===== src/rtl/dp_pkg.sv =====
// Shared types and default timing for the multi-channel digital-pot wiper driver.
package dp_pkg;

  localparam int unsigned PULSE_HALF_DEF = 50;
  localparam int unsigned SETUP_DEF      = 10;
  localparam int unsigned STORE_CYC_DEF  = 1000;

  // Fixed-width command container; the top slices out the bits its parameters need.
  localparam int unsigned CH_MAX_W  = 3;
  localparam int unsigned POS_MAX_W = 16;

  typedef enum logic [2:0] {
    ST_IDLE    = 3'd0,
    ST_SELECT  = 3'd1,
    ST_HOME    = 3'd2,
    ST_TURN    = 3'd3,
    ST_STEP_LO = 3'd4,
    ST_STEP_HI = 3'd5,
    ST_DESEL   = 3'd6,
    ST_RECOVER = 3'd7
  } state_e;

  typedef struct packed {
    logic [CH_MAX_W-1:0]  ch;
    logic [POS_MAX_W-1:0] pos;
    logic                 store;
  } cmd_t;

  function automatic int unsigned max3(input int unsigned a, input int unsigned b,
                                       input int unsigned c);
    int unsigned m;
    m = (a > b) ? a : b;
    return (m > c) ? m : c;
  endfunction

endpackage


===== src/rtl/dp_timer.sv =====
// Loadable down-counter with a zero flag; a state loaded with N-1 lasts N cycles.
module dp_timer #(
  parameter int unsigned W = 4
) (
  input  logic         clk_i,
  input  logic         rst_ni,
  input  logic         load_i,
  input  logic [W-1:0] load_val_i,
  output logic         zero_o
);

  logic [W-1:0] cnt_q, cnt_d;

  always_comb begin
    cnt_d = cnt_q;
    if (load_i) begin
      cnt_d = load_val_i;
    end else if (cnt_q != '0) begin
      cnt_d = cnt_q - W'(1);
    end
  end

  always_ff @(posedge clk_i or negedge rst_ni) begin
    if (!rst_ni) begin
      cnt_q <= '0;
    end else begin
      cnt_q <= cnt_d;
    end
  end

  assign zero_o = (cnt_q == '0);

endmodule


===== src/rtl/dp_multi_wiper.sv =====
// Multi-channel X9C-style digital-pot driver: tracks wiper positions, homes on
// first use and produces timed INC pulses on shared INC/U-D lines.
module dp_multi_wiper
  import dp_pkg::*;
#(
  parameter int unsigned NUM_CH     = 4,
  parameter int unsigned TAPS       = 100,
  parameter int unsigned POS_W      = 7,
  parameter int unsigned PULSE_HALF = PULSE_HALF_DEF,
  parameter int unsigned SETUP      = SETUP_DEF,
  parameter int unsigned STORE_CYC  = STORE_CYC_DEF,
  localparam int unsigned CH_W      = (NUM_CH > 1) ? $clog2(NUM_CH) : 1
) (
  input  logic              clk_in,
  input  logic              reset,
  input  logic              cmd_valid,
  output logic              cmd_ready,
  input  logic [CH_W-1:0]   cmd_ch,
  input  logic [POS_W-1:0]  cmd_pos,
  input  logic              cmd_store,
  output logic              done,
  output logic              busy,
  input  logic [CH_W-1:0]   rd_ch,
  output logic [POS_W-1:0]  rd_pos,
  output logic              rd_valid,
  output logic [NUM_CH-1:0] dp_cs_n,
  output logic              dp_inc_n,
  output logic              dp_ud
);

  localparam int unsigned     TW       = $clog2(max3(PULSE_HALF, SETUP, STORE_CYC) + 1);
  localparam logic [POS_W-1:0] TOP_POS = POS_W'(TAPS - 1);
  localparam logic [POS_W-1:0] ONE_POS = POS_W'(1);
  localparam logic [TW-1:0]    LD_SETUP = TW'(SETUP - 1);
  localparam logic [TW-1:0]    LD_PULSE = TW'(PULSE_HALF - 1);
  localparam logic [TW-1:0]    LD_STORE = TW'(STORE_CYC - 1);

  state_e            state_q, state_d;
  cmd_t              cmd_q, cmd_d;
  logic              busy_q, busy_d;
  logic              done_q, done_d;
  logic              ud_q, ud_d;
  logic              inc_n_q, inc_n_d;
  logic              homing_q, homing_d;
  logic [NUM_CH-1:0] cs_n_q, cs_n_d;
  logic [POS_W-1:0]  rem_q, rem_d;
  logic [POS_W-1:0]  pos_q [NUM_CH];
  logic [NUM_CH-1:0] known_q;

  logic              pos_we, known_set;
  logic [POS_W-1:0]  pos_wval;
  logic              tmr_load, tmr_zero;
  logic [TW-1:0]     tmr_val;
  logic              enter_lo, enter_desel;

  logic [CH_W-1:0]   ch;
  logic [POS_W-1:0]  tgt;
  logic              ch_ok;
  logic [POS_W-1:0]  cur_pos;
  logic              cur_known;
  logic [POS_W-1:0]  cmd_pos_clamped;
  logic              unused_cmd_bits;

  assign ch              = cmd_q.ch[CH_W-1:0];
  assign tgt             = cmd_q.pos[POS_W-1:0];
  assign ch_ok           = 32'(ch) < NUM_CH;
  assign cmd_pos_clamped = (cmd_pos > TOP_POS) ? TOP_POS : cmd_pos;
  assign unused_cmd_bits = ^{cmd_q.ch, cmd_q.pos};

  // Mux per channel rather than index directly, so a non-power-of-two NUM_CH never reads past the array.
  always_comb begin
    cur_pos   = '0;
    cur_known = 1'b0;
    rd_pos    = '0;
    rd_valid  = 1'b0;
    for (int unsigned i = 0; i < NUM_CH; i++) begin
      if (ch == CH_W'(i)) begin
        cur_pos   = pos_q[i];
        cur_known = known_q[i];
      end
      if (rd_ch == CH_W'(i)) begin
        rd_pos   = pos_q[i];
        rd_valid = known_q[i];
      end
    end
  end

  dp_timer #(.W(TW)) u_timer (
    .clk_i      (clk_in),
    .rst_ni     (reset),
    .load_i     (tmr_load),
    .load_val_i (tmr_val),
    .zero_o     (tmr_zero)
  );

  always_comb begin
    state_d     = state_q;
    cmd_d       = cmd_q;
    busy_d      = busy_q;
    done_d      = 1'b0;
    cs_n_d      = cs_n_q;
    inc_n_d     = inc_n_q;
    ud_d        = ud_q;
    rem_d       = rem_q;
    homing_d    = homing_q;
    tmr_load    = 1'b0;
    tmr_val     = '0;
    pos_we      = 1'b0;
    pos_wval    = cur_pos;
    known_set   = 1'b0;
    enter_lo    = 1'b0;
    enter_desel = 1'b0;

    case (state_q)
      ST_IDLE: begin
        if (!busy_q) begin
          if (cmd_valid) begin
            cmd_d.ch    = CH_MAX_W'(cmd_ch);
            cmd_d.pos   = POS_MAX_W'(cmd_pos_clamped);
            cmd_d.store = cmd_store;
            busy_d      = 1'b1;
          end
        end else if (!ch_ok || (cur_known && (tgt == cur_pos) && !cmd_q.store)) begin
          done_d = 1'b1;
          busy_d = 1'b0;
        end else begin
          // CS fall and U/D set share one edge so a single SETUP wait covers both.
          for (int unsigned i = 0; i < NUM_CH; i++) begin
            cs_n_d[i] = (ch != CH_W'(i));
          end
          state_d  = ST_SELECT;
          tmr_load = 1'b1;
          tmr_val  = LD_SETUP;
          if (!cur_known) begin
            ud_d     = 1'b0;
            rem_d    = TOP_POS;
            homing_d = 1'b1;
          end else begin
            ud_d     = (tgt > cur_pos);
            rem_d    = (tgt > cur_pos) ? (tgt - cur_pos) : (cur_pos - tgt);
            homing_d = 1'b0;
          end
        end
      end

      ST_SELECT, ST_TURN: begin
        if (tmr_zero) begin
          if (rem_q == '0) enter_desel = 1'b1;
          else             enter_lo    = 1'b1;
        end
      end

      // One-cycle commit after the homing sweep: wiper is now known to be at tap 0.
      ST_HOME: begin
        pos_we    = 1'b1;
        pos_wval  = '0;
        known_set = 1'b1;
        homing_d  = 1'b0;
        ud_d      = (tgt != '0);
        rem_d     = tgt;
        state_d   = ST_TURN;
        tmr_load  = 1'b1;
        tmr_val   = LD_SETUP;
      end

      ST_STEP_LO: begin
        if (tmr_zero) begin
          if ((rem_q == ONE_POS) && !cmd_q.store && !homing_q) begin
            enter_desel = 1'b1;
          end else begin
            state_d  = ST_STEP_HI;
            inc_n_d  = 1'b1;
            tmr_load = 1'b1;
            tmr_val  = LD_PULSE;
          end
        end
      end

      ST_STEP_HI: begin
        if (tmr_zero) begin
          rem_d = rem_q - ONE_POS;
          if (rem_q == ONE_POS) begin
            if (homing_q) state_d = ST_HOME;
            else          enter_desel = 1'b1;
          end else begin
            enter_lo = 1'b1;
          end
        end
      end

      ST_DESEL: begin
        inc_n_d  = 1'b1;
        state_d  = ST_RECOVER;
        tmr_load = 1'b1;
        tmr_val  = cmd_q.store ? LD_STORE : LD_PULSE;
      end

      ST_RECOVER: begin
        if (tmr_zero) begin
          done_d  = 1'b1;
          busy_d  = 1'b0;
          state_d = ST_IDLE;
        end
      end

      default: state_d = ST_IDLE;
    endcase

    if (enter_lo) begin
      state_d  = ST_STEP_LO;
      inc_n_d  = 1'b0;
      tmr_load = 1'b1;
      tmr_val  = LD_PULSE;
      if (!homing_q) begin
        pos_we = 1'b1;
        if (ud_q) pos_wval = (cur_pos == TOP_POS) ? cur_pos : (cur_pos + ONE_POS);
        else      pos_wval = (cur_pos == '0)      ? cur_pos : (cur_pos - ONE_POS);
      end
    end

    if (enter_desel) begin
      state_d = ST_DESEL;
      cs_n_d  = '1;
    end
  end

  always_ff @(posedge clk_in or negedge reset) begin
    if (!reset) begin
      state_q  <= ST_IDLE;
      cmd_q    <= '0;
      busy_q   <= 1'b0;
      done_q   <= 1'b0;
      ud_q     <= 1'b0;
      inc_n_q  <= 1'b1;
      homing_q <= 1'b0;
      cs_n_q   <= '1;
      rem_q    <= '0;
      known_q  <= '0;
      for (int unsigned i = 0; i < NUM_CH; i++) begin
        pos_q[i] <= '0;
      end
    end else begin
      state_q  <= state_d;
      cmd_q    <= cmd_d;
      busy_q   <= busy_d;
      done_q   <= done_d;
      ud_q     <= ud_d;
      inc_n_q  <= inc_n_d;
      homing_q <= homing_d;
      cs_n_q   <= cs_n_d;
      rem_q    <= rem_d;
      for (int unsigned i = 0; i < NUM_CH; i++) begin
        if (pos_we && (ch == CH_W'(i))) pos_q[i] <= pos_wval;
        if (known_set && (ch == CH_W'(i))) known_q[i] <= 1'b1;
      end
    end
  end

  assign cmd_ready = ~busy_q;
  assign busy      = busy_q;
  assign done      = done_q;
  assign dp_cs_n   = cs_n_q;
  assign dp_inc_n  = inc_n_q;
  assign dp_ud     = ud_q;

endmodule


===== config.mk =====
export PLATFORM = sky130hd
export DESIGN_NAME = dp_multi_wiper
export DESIGN_NICKNAME = d
export VERILOG_FILES = /design/src/rtl/dp_pkg.sv /design/src/rtl/dp_timer.sv /design/src/rtl/dp_multi_wiper.sv
export SDC_FILE = /design/constraint.sdc
export NUM_CORES = 1
export LEC_CHECK = 0
export ABC_AREA = 1
export CORE_MARGIN = 3
export CORE_UTILIZATION = 50
export CTS_BUF_LIST = sky130_fd_sc_hd__clkbuf_8 sky130_fd_sc_hd__clkbuf_16
export CTS_CLUSTER_SIZE = 24
export DETAILED_ROUTE_END_ITERATION = 10
export DONT_BUFFER_PORTS = 1
export PLACE_DENSITY = 0.7
export SLEW_MARGIN = 20
export SYNTH_ARGS = -nofsm -noshare
export SYNTH_HDL_FRONTEND = slang
export SYNTH_SLANG_ARGS = --single-unit

===== constraint.sdc =====
create_clock -name clk_in -period 3.65 [get_ports clk_in]
set_clock_uncertainty 0.15 [all_clocks]
set_input_delay 0.365 -clock clk_in [delete_from_list [all_inputs] [get_ports clk_in]]
set_output_delay 0.365 -clock clk_in [all_outputs]
set_load 0.005 [all_outputs]

==> results.py <==
metrics = {
    "timing": {
        "relSlewSlack": 0.536,
        "post-route-period-util": 0.908,
        "drv_slew": 0,
        "tns_ns": 0,
        "layout_min_cycle_time_ns": 3.31,
        "hold_slack_ns": 0.0151,
        "setup_viol": 0,
        "worst_slew_pin_slew_ns": 0.695,
        "rsz0062_at_grt": "no",
        "fin_ws_ns": 0.337,
        "hold_viol": 0,
        "fmax_mhz": 302,
    },
    "global_route": {
        "grt_first_pass_wirelength_um": 22200,
        "grt_pass1_vias": 4494,
        "grt_use_total": 0.246,
        "overflow": 0,
        "antenna_found_initial": 0,
        "grt_max_degree": 72,
    },
    "worst_setup_path": {
        "crit_family": "simple AND/OR/NAND/NOR gates",
        "cp_num_buf_inv": 2,
        "critPathCaptureType": "flop",
        "r2r-start": "ch[0]",
        "cp_cell_sequence": "inv_1, nand2_1, o221ai_1, nand2_1, ha_1, nand4_1, nor2_1, nand2_1, nand2_1, buf_4, nand2_1, nand4_1, o221ai_1",
        "crit_top_cell": "nand2_1",
        "startpoint": "ch[0]",
        "critPathLaunchType": "flop",
        "critPathArrivalTime_ns": 3.37,
        "crit_path_top_delay_cell": "dfrtp_2",
        "critical_path.max_fanout": 11,
        "crit_required_ns": 3.71,
        "cpPeakStageDelay_ns": 0.50,
        "criticalPathCategory": "flop to flop",
    },
    "floorplanning": {
        "pin_count": 32,
        "start_util": 0.515,
        "die_h_um": 107,
        "core_um2": 9820,
        "fp.dieW_um": 107,
        "num_rows": 36,
        "die_area_um2": 11400,
    },
    "synthesis": {
        "syn-num-nets": 721,
        "syn-cell-area_um2": 5060,
        "ys_seq_area_frac": 0.353,
        "synth.distinct_cells": 48,
        "yosysWarnings": 0,
        "yosys_register_bits": 71,
        "syn_inst": 685,
        "postSynthAreaPerCell_um2": 7.38,
    },
    "placed_design": {
        "place_inst": 809,
        "dpl_worst_slack_ns": 0.283,
        "hpwl_um": 10100,
        "numPortBuffers": 0,
        "place_congestion": 0.945,
    },
    "power_and_ir_drop": {
        "power_density_nw_per_um2": 277,
        "leakagePower_uw": 0.00280,
        "ir_drop_mv": 0.193,
    },
    "worst_hold_path": {
        "hp-start": "cmd_pos[2]",
        "hold_class": "input port to flop",
    },
    "final_layout": {
        "most-common-layout-cells": "nand2_1, inv_1, nor2_1",
        "layout_commonest_cell": "nand2_1",
        "antenna_cells": 0,
        "drive_gt1_frac": 0.0973,
        "stdcell_count": 832,
        "area_growth_syn_to_layout_pct": 8.86,
        "fin_nets": 732,
    },
    "job": {
        "max-cap-violations": 0,
    },
    "clocking": {
        "cts_tree": "built",
        "htreeDepth": 3,
        "clockBufferDepth": 2,
        "clk_pin_slew_worst_paths_ns": 0.08,
        "cts_buffers": 9,
        "clock_sinks": 71,
        "insertion_delay_ns": 0.36,
        "clock-root-buffer": "clkbuf_8",
    },
    "route": {
        "drcViolationCount": 0,
        "drtIter0Drc": 409,
        "via_count": 4692,
        "vias_per_cell": 5.64,
        "wl_um": 13300,
        "wl_per_cell_um": 16.0,
        "dr.pass1.iters": 5,
        "ant_nets": 0,
    },
    "status": {
        "outcome": "completed",
    },
}
## worst register-to-register path, stage by stage, from the launching register on
cell      delay (ns)
dfrtp_2         0.50
inv_1           0.23
nand2_1         0.22
o221ai_1        0.26
nand2_1         0.27
ha_1            0.42
nand4_1         0.17
nor2_1          0.16
nand2_1         0.07
nand2_1         0.10
buf_4           0.19
nand2_1         0.17
nand4_1         0.13
o221ai_1        0.11
## synth_stat cells (all sizes together)
| cell | number | area [um2] |
|---|---|---|
| nor3 | 7 | 45.0 |
| clkbuf | 9 | 33.8 |
| nand3b | 1 | 11.3 |
| a2bb2oi | 2 | 17.5 |
| a21o | 1 | 7.51 |
| dfstp | 5 | 131 |
| o21ai | 65 | 337 |
| nand4 | 8 | 50.1 |
| and3 | 1 | 6.26 |
| ha | 19 | 238 |
| a22oi | 4 | 30.0 |
| a21oi | 23 | 130 |
| nand2 | 182 | 711 |
| o221ai | 4 | 35.0 |
| o311ai | 1 | 8.76 |
| o22ai | 8 | 50.1 |
| fa | 2 | 40.0 |
| xor2 | 18 | 158 |
| o21bai | 4 | 30.0 |
| o2111ai | 2 | 17.5 |
| a221oi | 7 | 61.3 |
| nor2 | 86 | 499 |
| a32oi | 1 | 8.76 |
| a31oi | 4 | 25.0 |
| or3 | 1 | 6.26 |
| dfrtp | 66 | 1650 |
| inv | 94 | 370 |
| o211ai | 5 | 37.5 |
| nand3 | 45 | 225 |
| xnor2 | 4 | 35.0 |
| nor4 | 1 | 6.26 |
| o31ai | 1 | 7.51 |
| buf | 4 | 35.0 |
## layer usage
| layer | up-vias | wire [um] | global-route usage |
|---|---|---|---|
| li1 | 2269 | - | - |
| met1 | 2218 | 6130 | 0.339 |
| met2 | 176 | 6050 | 0.381 |
| met3 | 29 | 845 | 0.0449 |
| met4 | 0 | 313 | 0.102 |
| met5 | - | 0 | 0 |
## worst paths after layout
check	slack, ns	end	depth (start not counted)
setup / recovery	0.34	dp_ud	13
hold / removal	0.02	cmd_q[3]	2
setup reg to reg	0.34	dp_ud	13
hold reg to reg	0.33	known_q[1]	2
max in group asynchronous	2.62	dp_cs_n[0]	2
min in group asynchronous	0.41	state_q[1]	2
## cell families after synthesis
family | after synthesis | synth area share
and+or+nand+nor | 332 | 0.309
AOI/OAI and AO/OA | 132 | 0.159
buffers and inverters | 107 | 0.0869
DFF | 71 | 0.353
xor gates and xnor gates | 22 | 0.0381
adders and majority gates | 21 | 0.0549
## where the power goes
part           internal (uW)  total, uW  leakage, uW  switching [uW]
sequential               786        786     0.000881               0
clock                    395        699     0.000110             304
combinational           11.7       38.2      0.00181            26.5
## layout make-up
type	count	area, um2
Clock buffer	10	138
Clock inverter	4	72.6
Fill cell	974	4320
Inverter	94	370
Multi-Input combinational cell	507	2830
Sequential cell	71	1790
Tap cell	133	166
Timing Repair Buffer	13	138
## state kept, by name, summed over array words and instances, names as in the netlist, 2 cells and up
register	flops
state_q	3
u_timer.cnt_q	10
known_q	4
ch	2
pos_q	28
cmd_q	8
rem_q	7
dp_cs_n	4
## metrics by stage
stage,utilization,power (uW),area (um2)
floorplan,-,810,5060
global placement,0.528,814,5180
detailed placement,0.528,814,5180
CTS,0.560,1530,5500
global route,0.561,1560,5500
finish,0.561,1520,5500
## repair_timing
item,CTS,global route
hold endpoints to repair,78,0
hold buffers,9,0
setup buffers,0,0
setup endpoints to repair,0,16
resized for setup,0,2
Note: power is estimated with default switching activity, not from simulation.
